$ cat config.mk
export PLATFORM = sky130hd
export DESIGN_NAME = spi_master_multi
export DESIGN_NICKNAME = d
export VERILOG_FILES = /design/src/rtl/spi_master_multi.sv
export SDC_FILE = /design/constraint.sdc
export NUM_CORES = 1
export LEC_CHECK = 0
export ABC_AREA = 1
export BUFFER_PORTS_ARGS = -buffer_cell sky130_fd_sc_hd__buf_2
export CORE_ASPECT_RATIO = 1.4
export CORE_MARGIN = 10
export CORE_UTILIZATION = 50
export CTS_CLUSTER_DIAMETER = 50
export DETAILED_ROUTE_END_ITERATION = 6
export PLACE_DENSITY = 0.73
export SLEW_MARGIN = 15
export SYNTH_ARGS = -nofsm -noshare
export SYNTH_HDL_FRONTEND = slang
export SYNTH_SLANG_ARGS = --single-unit
$ cat constraint.sdc
create_clock -name clk -period 1.7 [get_ports clk]
set_input_delay 0.34 -clock clk [delete_from_list [all_inputs] [get_ports clk]]
set_output_delay 0.34 -clock clk [all_outputs]
set_load 0.05 [all_outputs]
$ cat src/rtl/spi_master_multi.sv
// Parametrised SPI master: configurable word width, chip-select count and clock
// divider, with CPOL/CPHA mode and bit order latched per transfer.
module spi_master_multi #(
  parameter int DATA_WIDTH = 8,
  parameter int NUM_CS     = 1,
  parameter int DIV_WIDTH  = 8,
  localparam int CsW       = (NUM_CS > 1) ? $clog2(NUM_CS) : 1
) (
  input  logic                  clk,
  input  logic                  rst,
  input  logic                  start,
  input  logic [DATA_WIDTH-1:0] tx_data,
  input  logic [CsW-1:0]        cs_sel,
  input  logic                  cpol,
  input  logic                  cpha,
  input  logic                  lsb_first,
  input  logic [DIV_WIDTH-1:0]  clk_div,
  output logic                  busy,
  output logic                  done,
  output logic [DATA_WIDTH-1:0] rx_data,
  output logic [NUM_CS-1:0]     cs_b,
  output logic                  sclk,
  output logic                  mosi,
  input  logic                  miso
);

  localparam int EdgeW = $clog2(2 * DATA_WIDTH + 1);
  localparam logic [EdgeW-1:0] LastEdge = EdgeW'(2 * DATA_WIDTH - 1);

  typedef enum logic [2:0] {StIdle, StLead, StXfer, StTrail, StEnd} state_t;

  state_t                state_q, state_d;
  logic [DIV_WIDTH:0]    cnt_q, cnt_d;
  logic [EdgeW-1:0]      edge_cnt_q, edge_cnt_d;
  logic [DIV_WIDTH-1:0]  div_q, div_d;
  logic                  cpol_q, cpol_d, cpha_q, cpha_d, lsb_q, lsb_d;
  logic [DATA_WIDTH-1:0] tx_sr_q, tx_sr_d, rx_sr_q, rx_sr_d, rx_data_q, rx_data_d;
  logic                  sclk_q, sclk_d, mosi_q, mosi_d, busy_q, busy_d, done_q, done_d;
  logic [NUM_CS-1:0]     cs_b_q, cs_b_d, cs_dec;
  logic                  cnt_hit, leading, last_edge;

  function automatic logic [DATA_WIDTH-1:0] tx_shift(input logic [DATA_WIDTH-1:0] v,
                                                     input logic lsb);
    return lsb ? {1'b0, v[DATA_WIDTH-1:1]} : {v[DATA_WIDTH-2:0], 1'b0};
  endfunction

  function automatic logic tx_bit(input logic [DATA_WIDTH-1:0] v, input logic lsb);
    return lsb ? v[0] : v[DATA_WIDTH-1];
  endfunction

  // Chip-select decode; out-of-range selects leave every line deasserted.
  always_comb begin
    cs_dec = '1;
    for (int i = 0; i < NUM_CS; i++) begin
      if (cs_sel == CsW'(i)) cs_dec[i] = 1'b0;
    end
  end

  assign cnt_hit   = (cnt_q == {1'b0, div_q});
  assign leading   = ~edge_cnt_q[0];
  assign last_edge = (edge_cnt_q == LastEdge);

  // Next-state and registered-output logic.
  always_comb begin
    state_d    = state_q;
    cnt_d      = cnt_q;
    edge_cnt_d = edge_cnt_q;
    div_d      = div_q;
    cpol_d     = cpol_q;
    cpha_d     = cpha_q;
    lsb_d      = lsb_q;
    tx_sr_d    = tx_sr_q;
    rx_sr_d    = rx_sr_q;
    rx_data_d  = rx_data_q;
    sclk_d     = sclk_q;
    mosi_d     = mosi_q;
    cs_b_d     = cs_b_q;
    busy_d     = busy_q;
    done_d     = 1'b0;
    unique case (state_q)
      StIdle: begin
        sclk_d = cpol;
        mosi_d = 1'b0;
        if (start) begin
          state_d    = StLead;
          cnt_d      = '0;
          edge_cnt_d = '0;
          div_d      = clk_div;
          cpol_d     = cpol;
          cpha_d     = cpha;
          lsb_d      = lsb_first;
          rx_sr_d    = '0;
          busy_d     = 1'b1;
          cs_b_d     = cs_dec;
          if (!cpha) begin
            // Mode with cpha=0 presents the first bit before the first edge.
            mosi_d  = tx_bit(tx_data, lsb_first);
            tx_sr_d = tx_shift(tx_data, lsb_first);
          end else begin
            tx_sr_d = tx_data;
          end
        end
      end
      StLead, StXfer: begin
        if (cnt_hit) begin
          cnt_d      = '0;
          edge_cnt_d = edge_cnt_q + 1'b1;
          sclk_d     = ~sclk_q;
          if (leading ^ cpha_q) begin
            rx_sr_d = lsb_q ? {miso, rx_sr_q[DATA_WIDTH-1:1]} : {rx_sr_q[DATA_WIDTH-2:0], miso};
          end
          if (cpha_q ? leading : (!leading && !last_edge)) begin
            mosi_d  = tx_bit(tx_sr_q, lsb_q);
            tx_sr_d = tx_shift(tx_sr_q, lsb_q);
          end
          state_d = last_edge ? StTrail : StXfer;
        end else begin
          cnt_d = cnt_q + 1'b1;
        end
      end
      StTrail: begin
        if (cnt_hit) begin
          state_d   = StEnd;
          busy_d    = 1'b0;
          done_d    = 1'b1;
          cs_b_d    = '1;
          mosi_d    = 1'b0;
          rx_data_d = rx_sr_q;
        end else begin
          cnt_d = cnt_q + 1'b1;
        end
      end
      StEnd: state_d = StIdle;
      default: state_d = StIdle;
    endcase
  end

  // State and output registers with synchronous reset.
  always_ff @(posedge clk) begin
    if (rst) begin
      state_q    <= StIdle;
      cnt_q      <= '0;
      edge_cnt_q <= '0;
      div_q      <= '0;
      cpol_q     <= 1'b0;
      cpha_q     <= 1'b0;
      lsb_q      <= 1'b0;
      tx_sr_q    <= '0;
      rx_sr_q    <= '0;
      rx_data_q  <= '0;
      sclk_q     <= 1'b0;
      mosi_q     <= 1'b0;
      cs_b_q     <= '1;
      busy_q     <= 1'b0;
      done_q     <= 1'b0;
    end else begin
      state_q    <= state_d;
      cnt_q      <= cnt_d;
      edge_cnt_q <= edge_cnt_d;
      div_q      <= div_d;
      cpol_q     <= cpol_d;
      cpha_q     <= cpha_d;
      lsb_q      <= lsb_d;
      tx_sr_q    <= tx_sr_d;
      rx_sr_q    <= rx_sr_d;
      rx_data_q  <= rx_data_d;
      sclk_q     <= sclk_d;
      mosi_q     <= mosi_d;
      cs_b_q     <= cs_b_d;
      busy_q     <= busy_d;
      done_q     <= done_d;
    end
  end

  assign busy    = busy_q;
  assign done    = done_q;
  assign rx_data = rx_data_q;
  assign cs_b    = cs_b_q;
  assign sclk    = sclk_q;
  assign mosi    = mosi_q;

endmodule

==> flow_summary.yaml <==
outcome:
  status: "completed"
placement:
  dp_hpwl_um: 5560
  numPortBuffers: 36
  gp_congestion: 0.852
  dpl_cell_area_mm2: 0.00354
timing:
  worst_pin_slew_ps: 508
  hold_viol: 0
  fin_crit_sh_pct: 95.6
  finalCriticalPeriod_ps: 1630
  rsz0062_at_grt: "yes"
  drv_slew: 0
  final.setup.tns_ps: 0
  slew_headroom_pct: 66.1
  finClkSkew_ps: 3.73
  setup_violations: 0
  fmaxAchievable_mhz: 615
clock_tree:
  cts_tree: "yes"
  h-tree-depth: 2
  clk_latency_ps: 310
  cts_hold_buf: 0
  clkSinkCount: 56
  cts-root-buf: "clkbuf_8"
  numCtsBuffers: 5
  cts.reportedPaths.clkPinSlew_ps: 100
  max-clock-path-buffers: 2
setup_path:
  cp-startpoint: "edge_cnt_q[0]"
  reg2reg_from: "edge_cnt_q[0]"
  crit_type: "reg2reg"
  crit_required_ps: 1920
  endpoint_kind: "register"
  worst_setup_path_start_kind: "register"
  worst_r2r_endpoint: "tx_sr_q[0]"
  endpoint: "tx_sr_q[0]"
  r2r_slack_ps: 70
  arrival_ps: 1850
  cp_max_fo: 4
  r2r_cells: 11
route:
  ant_nets: 0
  routed_wl_um: 7820
  via_per_inst: 5.27
  firstDrtPassIters: 4
  post-route-drc-count: 0
  first_iter_violations: 203
  num_vias: 3177
  wl_per_cell_um: 13.0
global_route:
  grt_pass1_vias: 2903
  grt_pass1_wl_um: 12700
  grt_max_degree: 42
  grt_overflow: 0
  grt_usage_pct: 15.1
  antenna_found_initial: 0
floorplan:
  die_width_um: 87.9
  die-area_mm2: 0.0101
  initial_core_util_pct: 51.6
  die_h_um: 115
  num_rows: 34
  core_area_mm2: 0.00625
  io_pins: 37
synth:
  yosys.cell_count.top_type: "nand2_1"
  ys_async_sr_fraction_pct: 0
  syn_avg_cell_area_um2: 6.72
  synth_cell_types: 37
  netlist_area_mm2: 0.00322
  ys_seq_area_share_pct: 34.8
  synthTopCellsByCount: "128 x nand2_1, 58 x inv_1, 56 x dfxtp_1"
  yosysTopAreaCellShare_pct: 34.8
  yosys_register_bits: 56
  syn-num-nets: 507
  synth_flop_cell: "dfxtp_1"
  syn-instance-count: 480
  synth_top_cell_by_area: "dfxtp_1"
  synth_area_leaders: "dfxtp_1 35%, nand2_1 15%, inv_1 6.8%"
  synth_edf_count: 0
  yosysWarningCount: 0
finish:
  area_delta_synth_final_pct: 18.4
  n_fill_cell: 597
  drive_gt1_share_pct: 23.7
  num_antenna_cells: 0
  layout.nets: 557
  final_area_mm2: 0.00382
flow_run:
  maxCapViolations: 0
hold_path:
  hp-class: "in2reg"
power_and_ir_drop:
  cellPowerDensity_mw_per_mm2: 1580
  ir_drop_v: 0.000808
  p_leak_nw: 1.84
  p_total_mw: 6.04
power breakdown:
group	internal, mW	total, mW	switching (mW)
clock network	0.446	0.906	0.460
logic	1.26	3.25	1.99
registers	1.65	1.89	0.236
total	3.36	6.04	2.68
how the worst min path moves through the flow:
stage / from / to / cells past startpoint
after floorplan: cpha_q / cpha_q / 2
after global placement: cpha_q / cpha_q / 2
after detailed placement: div_q[5] / div_q[5] / 2
after CTS: cs_sel / cs_b / 3
after global routing: cs_sel / cs_b / 3
final: cs_sel / cs_b / 3
routing by layer:
layer  track usage [%]  share of wire, %  routed length [um]
met4              5.97               1.7                 129
met3              2.83               3.6                 280
met1              15.9                41                3190
met5                 0                 0                   0
met2              28.1                54                4220
state kept, by name, summed over array words and instances, names as in the netlist:
register    cells
cs_b            1
mosi            1
done            1
tx_sr_q         8
cnt_q           9
rx_sr_q         8
rx_data         8
lsb_q           1
div_q           8
busy            1
sclk            1
cpha_q          1
state_q         3
edge_cnt_q      5
repair_timing:
| item | 4_1_cts | 5_1_grt |
|---|---|---|
| gates cloned | 0 | 1 |
| buffers inserted | 0 | 8 |
| setup endpoints to repair | 7 | 34 |
| resized for setup | 1 | 34 |
| pin swaps | 0 | 16 |
critical path, stage by stage, from the launching register on:
cell and delay [ps]:
dfxtp_2 350, ha_4 170, nand2_4 60, nor2_2 30, ha_2 180, o21ai_2 120
nor2_2 70, nor2_4 200, buf_6 130, nand4_1 80, nand2_1 80, nor2_1 40
cell usage in the layout (no fill, tap or decap), drive strengths merged:
| cell | synthesis | final |
|---|---|---|
| buf | 14 | 64 |
| o32ai | 1 | 1 |
| ha | 3 | 3 |
| nor3 | 1 | 1 |
| clkbuf | 8 | 6 |
| o21ai | 30 | 30 |
| bufinv | 0 | 1 |
| clkinv | 1 | 1 |
| or2 | 2 | 2 |
| nand4 | 16 | 16 |
| a21oi | 46 | 46 |
| inv | 64 | 65 |
| o211ai | 9 | 9 |
| o2111ai | 4 | 4 |
| o22ai | 1 | 1 |
| dfxtp | 56 | 56 |
| nand2 | 135 | 135 |
| nor2 | 54 | 54 |
| a22oi | 4 | 4 |
| xor2 | 5 | 5 |
| nand3 | 26 | 27 |
per-stage QoR:
step	hold slack [ps]	setup WS (ps)	instances	util, %
CTS	258	16.9	594	58.4
finish	263	74.9	603	61.0
global route	254	-54.8	603	61.0
floorplan	444	93.4	480	-
detailed placement	469	-7.75	586	56.7
global placement	454	33.2	586	56.7
area by class of cell:
| class | count | area, um^2 | area share [%] |
|---|---|---|---|
| clock buffer | 6 | 72.6 | 1.90 |
| clock inverter | 2 | 38.8 | 1.02 |
| inverter | 65 | 249 | 6.52 |
| multi-input combinational | 338 | 1790 | 47.0 |
| sequential | 56 | 1140 | 30.0 |
| tap | 72 | 90.1 | 2.36 |
| timing repair buffer | 64 | 430 | 11.3 |
cell families after synthesis:
group                    after synthesis  share of synthesized area, %
AO/OA/AOI/OAI                         95                          17.2
XOR/XNOR                               5                          1.36
adder cells (fa/ha/maj)                3                          1.16
buffers and inverters                 87                          11.6
flip-flops                            56                          34.8
AND/OR/NAND/NOR                      234                          33.9
Note: power is estimated with default switching activity, not from simulation.
